[src/rtl/calc_entry_ctrl_if.sv]
// Bus between the keypad-entry controller, the key decoder and the calculator ALU.
// Handshake: key_valid is a one-cycle strobe with no ready; key_code is sampled only while key_valid is high.
interface calc_entry_ctrl_if #(
    parameter int DATA_W = 14
);
    logic              key_valid;
    logic [3:0]        key_code;
    logic [DATA_W-1:0] alu_result;
    logic [DATA_W-1:0] operator1;
    logic [DATA_W-1:0] operator2;
    logic [1:0]        operationVal;
    logic              opEnable;
    logic              eqEnable;
    logic [DATA_W-1:0] display_val;
    logic              busy;

    modport slave (
        input  key_valid, key_code, alu_result,
        output operator1, operator2, operationVal, opEnable, eqEnable, display_val, busy
    );

    modport master (
        output key_valid, key_code, alu_result,
        input  operator1, operator2, operationVal, opEnable, eqEnable, display_val, busy
    );
endinterface

[src/rtl/calc_entry_ctrl.sv]
// Keypad-entry controller: builds two decimal operands and an op code, strobes the ALU,
// captures its result one cycle later and supports chaining from the last result.
module calc_entry_ctrl #(
    parameter int DATA_W     = 14,
    parameter int MAX_DIGITS = 4
) (
    input  logic              clk_i,
    input  logic              rst_ni,
    calc_entry_ctrl_if.slave  bus,
    output logic [2:0]        state_o
);
    localparam int CNT_W = $clog2(MAX_DIGITS + 1);

    typedef enum logic [2:0] {
        S_OP1    = 3'd0,
        S_OPSEL  = 3'd1,
        S_OP2    = 3'd2,
        S_EXEC   = 3'd3,
        S_WAIT   = 3'd4,
        S_RESULT = 3'd5
    } state_t;

    state_t            state_q, state_d;
    logic [DATA_W-1:0] op1_q, op1_d, op2_q, op2_d, res_q, res_d, disp_q, disp_d;
    logic [1:0]        opv_q, opv_d;
    logic [CNT_W-1:0]  cnt_q, cnt_d;
    logic              op_en_q, op_en_d, eq_en_q, eq_en_d, busy_q, busy_d;

    logic              is_digit, is_op, is_eq, is_clr, can_append;
    logic [DATA_W-1:0] digit;
    logic [1:0]        key_op;

    // Wide intermediate so v*10+d cannot wrap before truncation; the digit cap keeps v <= 9999.
    function automatic logic [DATA_W-1:0] append(input logic [DATA_W-1:0] v, input logic [3:0] d);
        logic [DATA_W+3:0] w;
        w = {4'b0, v} * (DATA_W+4)'(10) + (DATA_W+4)'(d);
        return w[DATA_W-1:0];
    endfunction

    always_comb begin
        is_digit   = bus.key_valid && (bus.key_code <= 4'd9);
        is_op      = bus.key_valid && (bus.key_code >= 4'd10) && (bus.key_code <= 4'd13);
        is_eq      = bus.key_valid && (bus.key_code == 4'd14);
        is_clr     = bus.key_valid && (bus.key_code == 4'd15);
        can_append = cnt_q < CNT_W'(MAX_DIGITS);
        digit      = DATA_W'(bus.key_code);
        key_op     = 2'(bus.key_code - 4'd10);

        state_d = state_q;
        op1_d   = op1_q;
        op2_d   = op2_q;
        res_d   = res_q;
        opv_d   = opv_q;
        cnt_d   = cnt_q;

        if (is_clr) begin
            state_d = S_OP1;
            op1_d   = '0;
            op2_d   = '0;
            res_d   = '0;
            opv_d   = '0;
            cnt_d   = '0;
        end else begin
            case (state_q)
                S_OP1: begin
                    if (is_digit && can_append) begin
                        op1_d = append(op1_q, bus.key_code);
                        cnt_d = cnt_q + 1'b1;
                    end else if (is_op) begin
                        opv_d   = key_op;
                        state_d = S_OPSEL;
                    end
                end
                S_OPSEL: begin
                    if (is_op) begin
                        opv_d = key_op;
                    end else if (is_digit) begin
                        op2_d   = digit;
                        cnt_d   = CNT_W'(1);
                        state_d = S_OP2;
                    end
                end
                S_OP2: begin
                    if (is_digit && can_append) begin
                        op2_d = append(op2_q, bus.key_code);
                        cnt_d = cnt_q + 1'b1;
                    end else if (is_eq) begin
                        state_d = S_EXEC;
                    end
                end
                S_EXEC: state_d = S_WAIT;
                S_WAIT: begin
                    res_d   = bus.alu_result;
                    state_d = S_RESULT;
                end
                S_RESULT: begin
                    if (is_op) begin
                        op1_d   = res_q;
                        op2_d   = '0;
                        opv_d   = key_op;
                        state_d = S_OPSEL;
                    end else if (is_digit) begin
                        op1_d   = digit;
                        op2_d   = '0;
                        cnt_d   = CNT_W'(1);
                        state_d = S_OP1;
                    end
                end
                default: state_d = S_OP1;
            endcase
        end

        // Outputs are computed from the next state so the registered strobes line up with the state.
        op_en_d = (state_d == S_EXEC);
        eq_en_d = (state_d == S_WAIT);
        busy_d  = op_en_d || eq_en_d;
        case (state_d)
            S_OP1, S_OPSEL:        disp_d = op1_d;
            S_OP2, S_EXEC, S_WAIT: disp_d = op2_d;
            S_RESULT:              disp_d = res_d;
            default:               disp_d = '0;
        endcase
    end

    always_ff @(posedge clk_i or negedge rst_ni) begin
        if (!rst_ni) begin
            state_q <= S_OP1;
            op1_q   <= '0;
            op2_q   <= '0;
            res_q   <= '0;
            opv_q   <= '0;
            cnt_q   <= '0;
            op_en_q <= 1'b0;
            eq_en_q <= 1'b0;
            busy_q  <= 1'b0;
            disp_q  <= '0;
        end else begin
            state_q <= state_d;
            op1_q   <= op1_d;
            op2_q   <= op2_d;
            res_q   <= res_d;
            opv_q   <= opv_d;
            cnt_q   <= cnt_d;
            op_en_q <= op_en_d;
            eq_en_q <= eq_en_d;
            busy_q  <= busy_d;
            disp_q  <= disp_d;
        end
    end

    assign bus.operator1    = op1_q;
    assign bus.operator2    = op2_q;
    assign bus.operationVal = opv_q;
    assign bus.opEnable     = op_en_q;
    assign bus.eqEnable     = eq_en_q;
    assign bus.busy         = busy_q;
    assign bus.display_val  = disp_q;
    assign state_o          = state_q;
endmodule

[src/flat_wrapper.sv]
// flat-port wrapper written by rule: the top's interface ports become plain ports
module calc_entry_ctrl_flat 
#(
    parameter int DATA_W     = 14,
    parameter int MAX_DIGITS = 4
)
  (clk_i, rst_ni, state_o, bus_key_valid, bus_key_code, bus_alu_result, bus_operator1, bus_operator2, bus_operationVal, bus_opEnable, bus_eqEnable, bus_display_val, bus_busy);
  calc_entry_ctrl_if #(.DATA_W(DATA_W)) bus_i ();
  input  logic clk_i;
  input  logic rst_ni;
  output logic [2:0] state_o;
  input wire logic [$bits(bus_i.key_valid)-1:0] bus_key_valid;
  input wire logic [$bits(bus_i.key_code)-1:0] bus_key_code;
  input wire logic [$bits(bus_i.alu_result)-1:0] bus_alu_result;
  output wire logic [$bits(bus_i.operator1)-1:0] bus_operator1;
  output wire logic [$bits(bus_i.operator2)-1:0] bus_operator2;
  output wire logic [$bits(bus_i.operationVal)-1:0] bus_operationVal;
  output wire logic [$bits(bus_i.opEnable)-1:0] bus_opEnable;
  output wire logic [$bits(bus_i.eqEnable)-1:0] bus_eqEnable;
  output wire logic [$bits(bus_i.display_val)-1:0] bus_display_val;
  output wire logic [$bits(bus_i.busy)-1:0] bus_busy;
  assign bus_i.key_valid = bus_key_valid;
  assign bus_i.key_code = bus_key_code;
  assign bus_i.alu_result = bus_alu_result;
  assign bus_operator1 = bus_i.operator1;
  assign bus_operator2 = bus_i.operator2;
  assign bus_operationVal = bus_i.operationVal;
  assign bus_opEnable = bus_i.opEnable;
  assign bus_eqEnable = bus_i.eqEnable;
  assign bus_display_val = bus_i.display_val;
  assign bus_busy = bus_i.busy;
  calc_entry_ctrl #(.DATA_W(DATA_W), .MAX_DIGITS(MAX_DIGITS)) u_core (.clk_i(clk_i), .rst_ni(rst_ni), .bus(bus_i), .state_o(state_o));
endmodule
[config.mk]
export PLATFORM = sky130hd
export DESIGN_NAME = calc_entry_ctrl_flat
export DESIGN_NICKNAME = d
export VERILOG_FILES = /design/src/rtl/calc_entry_ctrl_if.sv /design/src/rtl/calc_entry_ctrl.sv /design/src/flat_wrapper.sv
export SDC_FILE = /design/constraint.sdc
export NUM_CORES = 1
export LEC_CHECK = 0
export CORE_ASPECT_RATIO = 1.25
export CORE_MARGIN = 2
export CORE_UTILIZATION = 35
export DETAILED_ROUTE_END_ITERATION = 8
export PLACE_DENSITY = 0.63
export SLEW_MARGIN = 20
export SYNTH_ARGS = -nofsm -noshare
export SYNTH_HDL_FRONTEND = slang
export SYNTH_SLANG_ARGS = --single-unit
[constraint.sdc]
create_clock -name clk_i -period 6.7 [get_ports clk_i]
set_input_delay 1.34 -clock clk_i [delete_from_list [all_inputs] [get_ports clk_i]]
set_output_delay 1.34 -clock clk_i [all_outputs]
set_load 0.02 [all_outputs]
==> flow_summary.json, run 1 <==
{
  "synth_warnings": 0,
  "grt_max_degree": 68,
  "groute.layer.met1.usage_pct": 25.6,
  "min_period_over_period_pct": 65.7,
  "dpl_cell_area_sq_mm": 0.00569,
  "pwr-share-comb_pct": 59.6,
  "syn_inst": 516,
  "clkLatencyLatePin_ps": 330,
  "cpPeakStageDelay_ps": 760,
  "io_pins": 71,
  "period_minus_slack_ps": 4400,
  "die_x_um": 109,
  "slew_viol_final": 0,
  "port_buffers": 70,
  "use_met2_pct": 36.9,
  "timing.critical_path.mode_cell": "nor2_1",
  "grt_usage_pct": 21.0,
  "synthTopCellsByCount": "67 x dfrtp_1, 64 x nor2_1, 45 x ha_1, 38 x nand2_1, 36 x a21oi_1",
  "syn_to_final_growth_pct": 25.0,
  "post_cts_buffers": 0,
  "gr-total-overflow": 0,
  "hold_path_class": "reg2reg",
  "antenna_found_initial": 0,
  "final_area_sq_mm": 0.00603,
  "finalHoldViolCount": 0,
  "critPathCaptureType": "flip-flop",
  "synth_top_area_cell": "dfrtp_1",
  "synth_ff_type": "dfrtp_1",
  "pre_cts_slack_ps": 1950,
  "synth.area.top_cells": "dfrtp_1 35%, ha_1 12%, nor2_1 5.0%",
  "die_height_um": 135,
  "drc_errors": 0,
  "ys_ff_latch": 67,
  "grt_pass1_wl_mm": 23.5,
  "rr_worst_depth": 12,
  "cts_buffers": 9,
  "fin_tns_setup_ps": 0,
  "yosysSeqAreaShare_pct": 34.8,
  "critical_path.slowest_cell": "nor2_1",
  "avgSynthCellArea_sq_um": 9.35,
  "rows": 47,
  "timing.fmax_mhz": 227,
  "core_sq_mm": 0.0133,
  "grt_pass1_vias": 4556,
  "relSlewSlack_pct": 35.9,
  "wl_per_cell_um": 19.5,
  "cts_max_level": 3,
  "rsz0062_at_grt": "no",
  "ir_drop_mv": 0.270,
  "grt_busiest_layer": "met2",
  "gr-usage-met3_pct": 2.93,
  "yosysMostFrequentCell": "dfrtp_1",
  "cts_sinks": 67,
  "synth-edff-count": 0,
  "arrival_ps": 4620,
  "gp_congestion": 0.879,
  "cp_cell_sequence": "clkdlybuf4s50_1 -> o21ai_1 -> and2_1 -> nand2b_2 -> nor2_1 -> nor2_1 -> o22ai_1 -> a21oi_1 -> a221o_1",
  "clock_skew_ps": 5.39,
  "ant_nets": 0,
  "tritoncts": "built",
  "ys_types": 65,
  "initialDrtViolationCount": 292,
  "setup_viol_count_final": 0,
  "cp_data_required_time_ps": 6920,
  "final_nets": 654,
  "cts_resized": 0,
  "async_flop_share_pct": 100,
  "seq_power_share_pct": 23.5,
  "syn-cell-area_sq_mm": 0.00482,
  "intPower_mw": 1.77,
  "swShare_pct": 45.1,
  "diodes": 0,
  "fillers": 1258,
  "initial_core_util_pct": 36.1,
  "num_vias": 4311,
  "dp_hpwl_mm": 11.2,
  "path_clk_slew_ps": 60,
  "clockRootBuffer": "clkbuf_16",
  "holdPathStages": 1,
  "power_switching_mw": 1.45,
  "first_pass_iters": 7,
  "cts_buffer_depth": 2,
  "outcome": "finished, final reports clean",
  "critical_path_class": "in2reg",
  "drv_cap": 0,
  "leakagePower_nw": 2.71,
  "startpoint_type": "primary input",
  "drive_above_1_share_pct": 6.12,
  "ctsHoldBuffers": 0,
  "synth_nets": 586,
  "setup_ws_ps": 2300,
  "stdcell_count": 759,
  "clockPowerShare_pct": 16.9,
  "synth_top_area_share_pct": 34.8,
  "routed_wl_mm": 14.8,
  "viasPerCell": 5.68,
  "dieArea_sq_mm": 0.0147,
  "tightest_slew_ps": 958,
  "path_max_fanout": 13,
  "powerDensity_mw_per_mm2": 534,
  "dp.cells": 744
}
## worst max-delay path: cells and delay by family
family / cells / cell delay (ps)
buffers and inverters: 1 / 700
AND/OR/NAND/NOR: 4 / 1460
AO/OA/AOI/OAI: 4 / 1110
## power groups by stage
stage	Clock [mW]	Combinational, mW	Sequential, mW
floorplan	0	1.22	0.824
global placement	0	1.87	0.764
detailed placement	0	1.90	0.762
CTS	0.551	1.92	0.759
global route	0.568	2.12	0.777
finish	0.544	1.92	0.759
## state kept, by name, indices dropped and copies added (netlist names)
signal,cells
u_core.bus.display_val,14
u_core.bus.eqEnable,1
u_core.bus.operator2,14
u_core.bus.operator1,14
u_core.bus.opEnable,1
u_core.cnt_q,3
u_core.bus.busy,1
u_core.bus.operationVal,2
u_core.res_q,14
u_core.state_o,3
## area by class of cell
| cell class | count | area (sq um) | share of cell area [%] |
|---|---|---|---|
| clock buffers | 9 | 225 | 3.74 |
| repair buffers | 76 | 741 | 12.3 |
| multi-input cells | 415 | 3000 | 49.8 |
| clock inverters | 6 | 115 | 1.91 |
| flip-flops and latches | 67 | 1680 | 27.8 |
| well taps | 171 | 214 | 3.55 |
| inverters | 15 | 56.3 | 0.934 |
## through the flow
stage	power (mW)	hold WS, ps	util (%)
3_5_place_dp	2.66	490	42.6
4_1_cts	3.23	500	45.2
3_3_place_gp	2.64	484	42.6
2_1_floorplan	2.05	461	-
5_1_grt	3.46	531	45.2
6_report	3.22	501	45.2
## metal layers
metal / routed length (um) / part of all wire [%] / up-vias
met2: 7680 / 52 / 140
met3: 527 / 3.6 / 23
li1: - / - / 2031
met4: 319 / 2.2 / 0
met1: 6300 / 43 / 2117
met5: 0 / 0 / -
## placed cells by master (no fill, tap or decap), types with 4 or more instances in the layout
cell	Yosys	layout
o21ai_0	13	13
nand2b_1	8	8
a22oi_1	12	12
o211ai_1	4	4
dfrtp_1	67	67
nor2_1	64	63
fa_1	4	4
ha_1	45	45
a21o_1	7	7
a221oi_1	4	4
mux2i_1	19	19
and3_1	4	4
a31oi_1	4	4
o221ai_1	4	4
a222oi_1	7	7
or3_1	5	5
nor2b_1	6	6
o21ai_1	8	8
a221o_1	7	7
a21oi_1	36	36
clkbuf_16	0	9
xnor2_1	20	20
nand3_1	10	10
inv_1	12	12
clkdlybuf4s50_1	0	69
o21a_1	4	4
nor3_1	14	14
nand2_1	38	38
buf_4	0	6
xor2_1	19	19
and2_1	6	6
## logic make-up after synthesis
logic type | count (synthesis) | synth area share (%)
xor gates and xnor gates | 40 | 7.55
and+or+nand+nor | 169 | 16.4
AOI/OAI and AO/OA | 133 | 19.7
muxes | 24 | 5.19
DFF | 67 | 34.8
adders and majority gates | 49 | 13.3
buffers and inverters | 34 | 3.09
## path summary, 6_finish.rpt
path                                    startpoint                          to  slack [ps]
min in group asynchronous                   rst_ni         u_core.bus.eqEnable        1180
min reg2reg                        u_core.cnt_q[0]             u_core.cnt_q[0]         500
max in group asynchronous                   rst_ni           u_core.state_o[0]        4940
min                                u_core.cnt_q[0]             u_core.cnt_q[0]         500
max                                bus_key_code[2]  u_core.bus.display_val[11]        2300
max reg2reg                u_core.bus.operator2[1]  u_core.bus.display_val[12]        2910
Power figures use the tool's default switching activity.
==> run 2, diff against run 1 <==
PLACE_DENSITY = 0.65   (was 0.63)
clock period = 3.75 ns   (was 6.7 ns; I/O delays follow)
==> run 2 against run 1 <==
Compared with the run above: combinational power is 92% higher; register-to-register slack worse by 2800 ps; non-clock buffer count is 32 higher; global-route usage shrank 0.38 points; critical endpoint unchanged.
==> flow_summary.json, run 2 (synthesized netlist as in run 1, its figures left out) <==
{
  "holdCritStartpoint": "u_core.cnt_q[0]",
  "ir_drop_mv": 0.428,
  "viasPerCell": 5.61,
  "cts_buffers": 9,
  "period_minus_slack_ps": 3590,
  "port_buffers": 70,
  "final_common_cell": "clkdlybuf4s50_1",
  "ctsHoldBuffers": 0,
  "setup_ws_ps": 160,
  "tightest_slew_ps": 852,
  "critPathCaptureType": "flip-flop",
  "routed_wl_mm": 14.6,
  "dp_hpwl_mm": 11.3,
  "grt_pass1_vias": 4550,
  "grt_pass1_wl_mm": 23.6,
  "cp_data_required_time_ps": 3960,
  "io_pins": 71,
  "relSlewSlack_pct": 43.2,
  "syn_to_final_growth_pct": 29.6,
  "critical_path_class": "reg2reg",
  "arrival_ps": 3800,
  "grt_max_degree": 68,
  "drc_errors": 0,
  "regToRegSetupSlack_ps": 160,
  "cts_resized": 0,
  "fillers": 1257,
  "diodes": 0,
  "rr_startpoint": "u_core.bus.operator2[3]",
  "post_cts_buffers": 0,
  "clockRootBuffer": "clkbuf_16",
  "fin_tns_setup_ps": 0,
  "cts_buffer_depth": 2,
  "gr-total-overflow": 0,
  "powerDensity_mw_per_mm2": 931,
  "holdPathStages": 1,
  "path_max_fanout": 4,
  "utilization_pct": 46.8,
  "drv_cap": 0,
  "die_height_um": 135,
  "pre_cts_slack_ps": 82.9,
  "wl_per_cell_um": 18.4,
  "rows": 47,
  "path_clk_slew_ps": 60,
  "clock_skew_ps": 6.47,
  "finalHoldViolCount": 0,
  "stdcell_count": 791,
  "leakagePower_nw": 2.86,
  "crit_path_start": "u_core.bus.operator2[3]",
  "gp_congestion": 0.965,
  "outcome": "finished, final reports clean",
  "initial_core_util_pct": 36.1,
  "rr_worst_depth": 13,
  "dieArea_sq_mm": 0.0147,
  "setup_viol_count_final": 0,
  "dpl_cell_area_sq_mm": 0.00594,
  "timing.fmax_mhz": 279,
  "min_to": "u_core.cnt_q[0]",
  "cts_sinks": 67,
  "hold_path_class": "reg2reg",
  "grt_usage_pct": 20.6,
  "drive_above_1_share_pct": 11.6,
  "mostFrequentLayoutCells": "69 x clkdlybuf4s50_1, 67 x dfrtp_1, 63 x nor2_1",
  "final_nets": 686,
  "dp.cells": 776,
  "startpoint_type": "flip-flop",
  "first_pass_iters": 5,
  "cts_max_level": 3,
  "initialDrtViolationCount": 339,
  "num_vias": 4439,
  "slew_viol_final": 0,
  "die_x_um": 109,
  "clkLatencyLatePin_ps": 330,
  "min_period_over_period_pct": 95.7,
  "core_sq_mm": 0.0133,
  "ant_nets": 0,
  "antenna_found_initial": 0,
  "reg2reg_to": "u_core.bus.display_val[11]",
  "tritoncts": "built",
  "rsz0062_at_grt": "no",
  "final_area_sq_mm": 0.00625
}
==> run 2: cell types whose count changed in the layout (fill, tap and decap cells not counted) <==
cell / delta
buf_12: +1
a21oi_1: -3
xnor2_2: +1
clkinvlp_4: +1
xnor2_1: -1
a21oi_2: +3
bufinv_16: -2
clkinv_2: +1
buf_4: +31
==> run 2: cell type report <==
type / instances / area, sq um / share of cell area [%]
Multi-Input combinational cell: 415 / 3020 / 48.3
Sequential cell: 67 / 1680 / 26.8
Timing Repair Buffer: 108 / 993 / 15.9
Clock buffer: 9 / 225 / 3.60
Tap cell: 171 / 214 / 3.42
Clock inverter: 6 / 67.6 / 1.08
Inverter: 15 / 56.3 / 0.900
==> run 2: worst max path at each step <==
stage | slack [ps] | end | cells past startpoint
2_1_floorplan | 150 | u_core.bus.display_val[12] | 12
3_3_place_gp | 120 | u_core.bus.display_val[12] | 10
3_5_place_dp | 80 | u_core.bus.display_val[12] | 10
4_1_cts | 100 | u_core.bus.display_val[12] | 12
5_1_grt | 10 | u_core.bus.display_val[10] | 13
6_report | 160 | u_core.bus.display_val[11] | 13
==> run 2: stage by stage <==
| stage | hold WS, ps | power, mW |
|---|---|---|
| final | 522 | 5.82 |
| after global routing | 537 | 6.27 |
| after CTS | 504 | 5.78 |
| after detailed placement | 496 | 4.91 |
| after global placement | 478 | 4.84 |
| after floorplan | 454 | 3.65 |
==> run 2: report_power, final <==
group | leakage (nW) | switching (mW) | internal, mW
Sequential | 0.861 | 0.285 | 1.03
Clock | 0.137 | 0.319 | 0.511
Combinational | 1.86 | 2.03 | 1.64
==> run 2: routing by layer <==
layer / vias to the layer above / routed length, um / global-route usage [%]
li1: 2084 / - / -
met1: 2157 / 6060 / 26.6
met2: 166 / 7290 / 34.7
met3: 32 / 796 / 2.65
met4: 0 / 410 / 7.98
met5: - / 0 / 0
==> run 2: critical path: stages (launching register included) <==
cell,delay [ps]
dfrtp_1,420
ha_1,300
ha_1,240
fa_1,410
buf_4,170
a21oi_1,150
nor2_1,120
or4_1,510
and2_1,210
nand3_1,90
xor2_1,80
a22oi_1,320
mux2i_1,130
a221o_1,320
